## src/rtl/mem_target.sv

```systemverilog
// rtl/mem_target.sv - CPU bus responder: 256-byte RAM plus status/input/output I/O window (option: MEM_TARGET_PROTECT_EN)
module mem_target #(
  parameter logic [7:0] IO_BASE     = 8'hFD,
  parameter logic [7:0] PROTECT_TOP = 8'h40
) (
  input  logic       clk,
  input  logic       rst,
  input  logic [7:0] addr,
  input  logic [7:0] data_in,
  input  logic       rden,
  input  logic       wren,
  output logic [7:0] data_out,
  input  logic [7:0] io_in,
  input  logic       io_in_valid,
  output logic       io_in_ready,
  output logic [7:0] io_out,
  output logic       io_out_valid,
  input  logic       io_out_ready
);

  localparam logic [7:0] STAT_ADDR = IO_BASE;
  localparam logic [7:0] IN_ADDR   = IO_BASE + 8'd1;
  localparam logic [7:0] OUT_ADDR  = IO_BASE + 8'd2;

  logic [7:0] mem_q [256];

  logic [7:0] data_out_q, data_out_d;
  logic [7:0] in_data_q;
  logic       in_full_q;
  logic [7:0] out_data_q;
  logic       out_valid_q;
  logic       ovf_q;
  logic       prot_q;

  logic wr_en, rd_en;
  logic hit_ram, hit_stat, hit_in, hit_out;
  logic out_hs, out_accept, ram_we, prot_hit;

  // Address decode; a write wins when both request lines are high
  always_comb begin
    wr_en      = wren;
    rd_en      = rden & ~wren;
    hit_ram    = (addr < IO_BASE);
    hit_stat   = (addr == STAT_ADDR);
    hit_in     = (addr == IN_ADDR);
    hit_out    = (addr == OUT_ADDR);
    out_hs     = out_valid_q & io_out_ready;
    out_accept = wr_en & hit_out & (~out_valid_q | out_hs);
  end

`ifdef MEM_TARGET_PROTECT_EN
  assign prot_hit = wr_en & hit_ram & (addr < PROTECT_TOP);

  // Sticky protect-violation flag, cleared by any status write
  always_ff @(posedge clk or negedge rst) begin
    if (!rst) begin
      prot_q <= 1'b0;
    end else if (wr_en && hit_stat) begin
      prot_q <= 1'b0;
    end else if (prot_hit) begin
      prot_q <= 1'b1;
    end
  end
`else
  logic [7:0] unused_protect_top;
  assign unused_protect_top = PROTECT_TOP;
  assign prot_hit           = 1'b0;
  assign prot_q             = 1'b0;
`endif

  assign ram_we = wr_en & hit_ram & ~prot_hit;

  // RAM array is deliberately not reset
  always_ff @(posedge clk) begin
    if (ram_we) begin
      mem_q[addr] <= data_in;
    end
  end

  // Read data mux; non-read cycles hold the previous data_out
  always_comb begin
    data_out_d = data_out_q;
    if (rd_en) begin
      if (hit_ram) begin
        data_out_d = mem_q[addr];
      end else if (hit_stat) begin
        data_out_d = {4'b0000, prot_q, ovf_q, out_valid_q, in_full_q};
      end else if (hit_in) begin
        data_out_d = in_full_q ? in_data_q : 8'h00;
      end else if (hit_out) begin
        data_out_d = out_data_q;
      end else begin
        data_out_d = 8'h00;
      end
    end
  end

  // Registered read data, input latch, output port and overflow flag
  always_ff @(posedge clk or negedge rst) begin
    if (!rst) begin
      data_out_q  <= 8'h00;
      in_data_q   <= 8'h00;
      in_full_q   <= 1'b0;
      out_data_q  <= 8'h00;
      out_valid_q <= 1'b0;
      ovf_q       <= 1'b0;
    end else begin
      data_out_q <= data_out_d;

      // Full latch only empties on a read; empty latch loads on valid
      if (in_full_q) begin
        if (rd_en && hit_in) begin
          in_full_q <= 1'b0;
        end
      end else if (io_in_valid) begin
        in_full_q <= 1'b1;
        in_data_q <= io_in;
      end

      // A write during the handshake cycle refills the port
      if (out_accept) begin
        out_data_q  <= data_in;
        out_valid_q <= 1'b1;
      end else if (out_hs) begin
        out_valid_q <= 1'b0;
      end

      if (wr_en && hit_stat) begin
        ovf_q <= 1'b0;
      end else if (wr_en && hit_out && !out_accept) begin
        ovf_q <= 1'b1;
      end
    end
  end

  assign data_out     = data_out_q;
  assign io_in_ready  = ~in_full_q;
  assign io_out       = out_data_q;
  assign io_out_valid = out_valid_q;

endmodule

```

## config.mk

```make
export PLATFORM = sky130hd
export DESIGN_NAME = mem_target
export DESIGN_NICKNAME = d
export VERILOG_FILES = /design/src/rtl/mem_target.sv
export SDC_FILE = /design/constraint.sdc
export NUM_CORES = 2
export LEC_CHECK = 0
export CAP_MARGIN = 25
export CORE_MARGIN = 2
export CORE_UTILIZATION = 36
export CTS_BUF_LIST = sky130_fd_sc_hd__clkbuf_4 sky130_fd_sc_hd__clkbuf_8 sky130_fd_sc_hd__clkbuf_16
export DETAILED_ROUTE_END_ITERATION = 10
export GPL_TIMING_DRIVEN = 0
export PLACE_DENSITY = 0.55
export SETUP_SLACK_MARGIN = 0.15
export SYNTH_ARGS = -nofsm -noshare
export SYNTH_HDL_FRONTEND = slang
export SYNTH_SLANG_ARGS = --single-unit
```

## constraint.sdc

```tcl
create_clock -name clk -period 1.7 [get_ports clk]
set_input_delay 0.51 -clock clk [delete_from_list [all_inputs] [get_ports clk]]
set_output_delay 0.51 -clock clk [all_outputs]
set_load 0.02 [all_outputs]
```

==> flow_summary_export.csv <==
group,metric,value,unit
status,status,"finished with violations",
status,violations,"setup timing",
sta,fin_skew,41.85,ps
sta,worstMarginPinSlew,974.5,ps
clock_network,cts_tree,"done",
die,die_area,229000,um2
pwr,leakagePower,0.03275,uW
clock_network,clk_pin_slew,60,ps
logic_synthesis,avgSynthCellArea,20.84,um2
logic_synthesis,yosysWarnings,0,
place,portBuffers,45,
clock_network,cts.sinks,2072,
setup_path,path_class,"reg -> reg",
sta,min_period,2930,ps
flow_run,drv_cap,0,
logic_synthesis,synthCells,3889,
sta,hold_violations,0,
setup_path,critPathLaunchType,"flip-flop",
place,place_worst_setup_slack,-4851,ps
finish,synthToLayoutAreaGrowth,26.57,%
sta,maxSlewHeadroom,34.80,%
sta,final_max_slew_viol_count,0,
logic_synthesis,netlist.area_leader.share,75.77,%
die,boundaryPins,48,
logic_synthesis,synth_cell_types,69,
drt,drc,0,
drt,first_iter_violations,7479,
grt,overflow,0,
setup_path,rrSetupSlack,-1230,ps
die,die_w,478.5,um
pwr,power_density,1105,nW/um2
drt,num_vias,46683,
die,die_y,478.5,um
setup_path,crit_fanout,1,
die,start_util,36.14,%
sta,holdWs,57.19,ps
logic_synthesis,synth_area_leaders,"edfxtp_1 (76%), mux4_2 (12%), mux2i_1 (2.4%)",
logic_synthesis,ys_ff_latch,2072,
grt,grt_pass1_wl,413400,um
setup_path,critPathRequiredTime,2450,ps
drt,routed_wl,314600,um
finish,finish.utilization,45.75,%
clock_network,cts_made_buffers,212,
drt,post_drt_wl_per_cell,40.81,um
sta,max_freq,341.2,MHz
sta,finalCritPeriodShare,172.4,%
clock_network,clockBufferDepth,3,
place,hpwl,199900,um
drt,drtPass1Iterations,6,
clock_network,insertion_delay,880,ps
logic_synthesis,synthTopCellsByCount,"edfxtp_1 (2,045), mux4_2 (425), nor2_1 (307), mux2i_1 (198), clkbuf_1 (83)",
clock_network,htree_num_levels,4,
drt,drt-vias-per-instance,6.056,
grt,grt_pass1_vias,44194,
pwr,peakVddDrop,1.034,mV
hold_path,worstHoldPathType,"in -> async",
grt,antenna_found_initial,16,
logic_synthesis,ys.flop_type,"edfxtp_1",
sta,rsz0062_at_grt,"yes",
setup_path,critPathLaunch,"mem_q[151][2]",
logic_synthesis,syn-cell-area,81050,um2
finish,fin_nets,4563,
sta,setup_viol,2025,
grt,grt_max_degree,160,
logic_synthesis,ys_async_sr_fraction,1.303,%
logic_synthesis,yosysTopAreaCell,"edfxtp_1",
drt,drtAntennaViolNets,0,
setup_path,cp-end-kind,"flip-flop",
die,core_area,224200,um2
grt,grt_use_total,27.16,%
sta,fin_ws,-1230,ps
finish,fillers,18906,
die,rows,174,
logic_synthesis,yosysSeqAreaShare,76.60,%
finish,drive_above_1_share,40.48,%
setup_path,cp.arrival,3680,ps
place,gp_congestion,0.9910,
setup_path,worstReg2RegStart,"mem_q[151][2]",
clock_network,cts-root-buf,"clkbuf_16",
logic_synthesis,synth-edff-count,2045,
logic_synthesis,synth.most_common_cell,"edfxtp_1",
[cells in the final DEF (no fill, tap or decap), types with 11 or more instances in the layout]
master / n
nand2_1: 53
o22ai_1: 38
clkbuf_2: 12
a221oi_1: 18
a22oi_1: 51
nor2_4: 224
mux4_2: 428
nand3_4: 22
mux2i_1: 183
a21oi_1: 34
nand2_2: 14
nor3_1: 13
clkbuf_8: 17
a22oi_2: 29
mux4_1: 14
o21ai_1: 14
o211ai_1: 11
clkinv_2: 39
mux2_2: 41
o21ai_2: 14
buf_12: 128
buf_4: 222
buf_16: 77
nand3_1: 21
clkbuf_4: 66
dfrtp_1: 24
buf_8: 36
bufinv_16: 20
a211oi_2: 12
buf_6: 65
clkinv_1: 52
clkdlybuf4s50_1: 13
buf_2: 18
nor2_1: 54
conb_1: 21
nand4_1: 22
clkbuf_16: 242
edfxtp_1: 2045
nor2_2: 30
[stage by stage]
stage | cells | instance area (um2) | setup TNS (ps) | total power, uW
4_1_cts | 7612 | 100900 | -659940 | 112900
2_1_floorplan | 3909 | 83200 | -1138560 | 60840
5_1_grt | 7707 | 102600 | -606840 | 115400
3_3_place_gp | 6946 | 87390 | - | 65410
3_5_place_dp | 6985 | 88100 | -6343950 | 65020
6_report | 7708 | 102600 | -668580 | 113400
[final cells by class]
cell class                      count  area (um2)  area share, %
Timing Repair Buffer              412        4990          4.864
Tap cell                         2992        3744          3.649
Clock inverter                    132        1280          1.248
Inverter                            6       27.53        0.02683
Sequential cell                  2072       62090          60.53
Antenna cell                        3       7.507       0.007318
Clock buffer                      262        5715          5.572
Multi-Input combinational cell   1598       20610          20.09
Buffer                            231        4115          4.012
[where the power goes]
| group | switching, uW | internal (uW) |
|---|---|---|
| Clock | 20600 | 26900 |
| Sequential | 171 | 56400 |
| Combinational | 5880 | 3380 |
| Total | 26600 | 86700 |
[logic make-up after synthesis]
family / synth area share [%]
multiplexers: 15.39
flip-flops: 76.60
AND/OR/NAND/NOR: 3.038
buffers and inverters: 1.951
other: 0.004627
AO/OA/AOI/OAI: 3.016
[registers in the layout, indices dropped and copies added, names as in the netlist]
register / flops
data_out: 8
in_data_q: 8
in_full_q: 1
io_out: 8
io_out_valid: 1
mem_q: 2045
ovf_q: 1
[worst max-delay path, stage by stage, from the launching register on]
cell and delay (ps):
edfxtp_1 390, mux4_2 470, mux2_4 340, a2111oi_4 450, nand4_1 550, a31oi_4 480
a211oi_2 110
[per-layer routing]
layer | GRT usage (%) | vias up | wire, um
li1 | - | 17631 | -
met1 | 36.09 | 25167 | 118200
met2 | 41.16 | 3170 | 141300
met3 | 7.113 | 711 | 34990
met4 | 13.91 | 4 | 20100
met5 | 0.2311 | - | 23
[worst paths after layout]
check	cells past startpoint	endpoint
worst max-delay path	6	data_out[2]
worst min-delay path	1	in_data_q[7]
worst max register to register	6	data_out[2]
worst min register to register	1	in_data_q[3]
max in group asynchronous	2	io_out[1]
min in group clk	1	mem_q[118][3]
[timing repair]
action / CTS / global route
pin swaps: 114 / 77
endpoints found under the hold margin: 16 / 0
setup endpoints to repair: 2061 / 2067
setup buffers: 226 / 91
cloned: 8 / 1
hold buffers: 1 / 0
gates resized for setup: 876 / 155
Note: power is estimated with default switching activity, not from simulation.
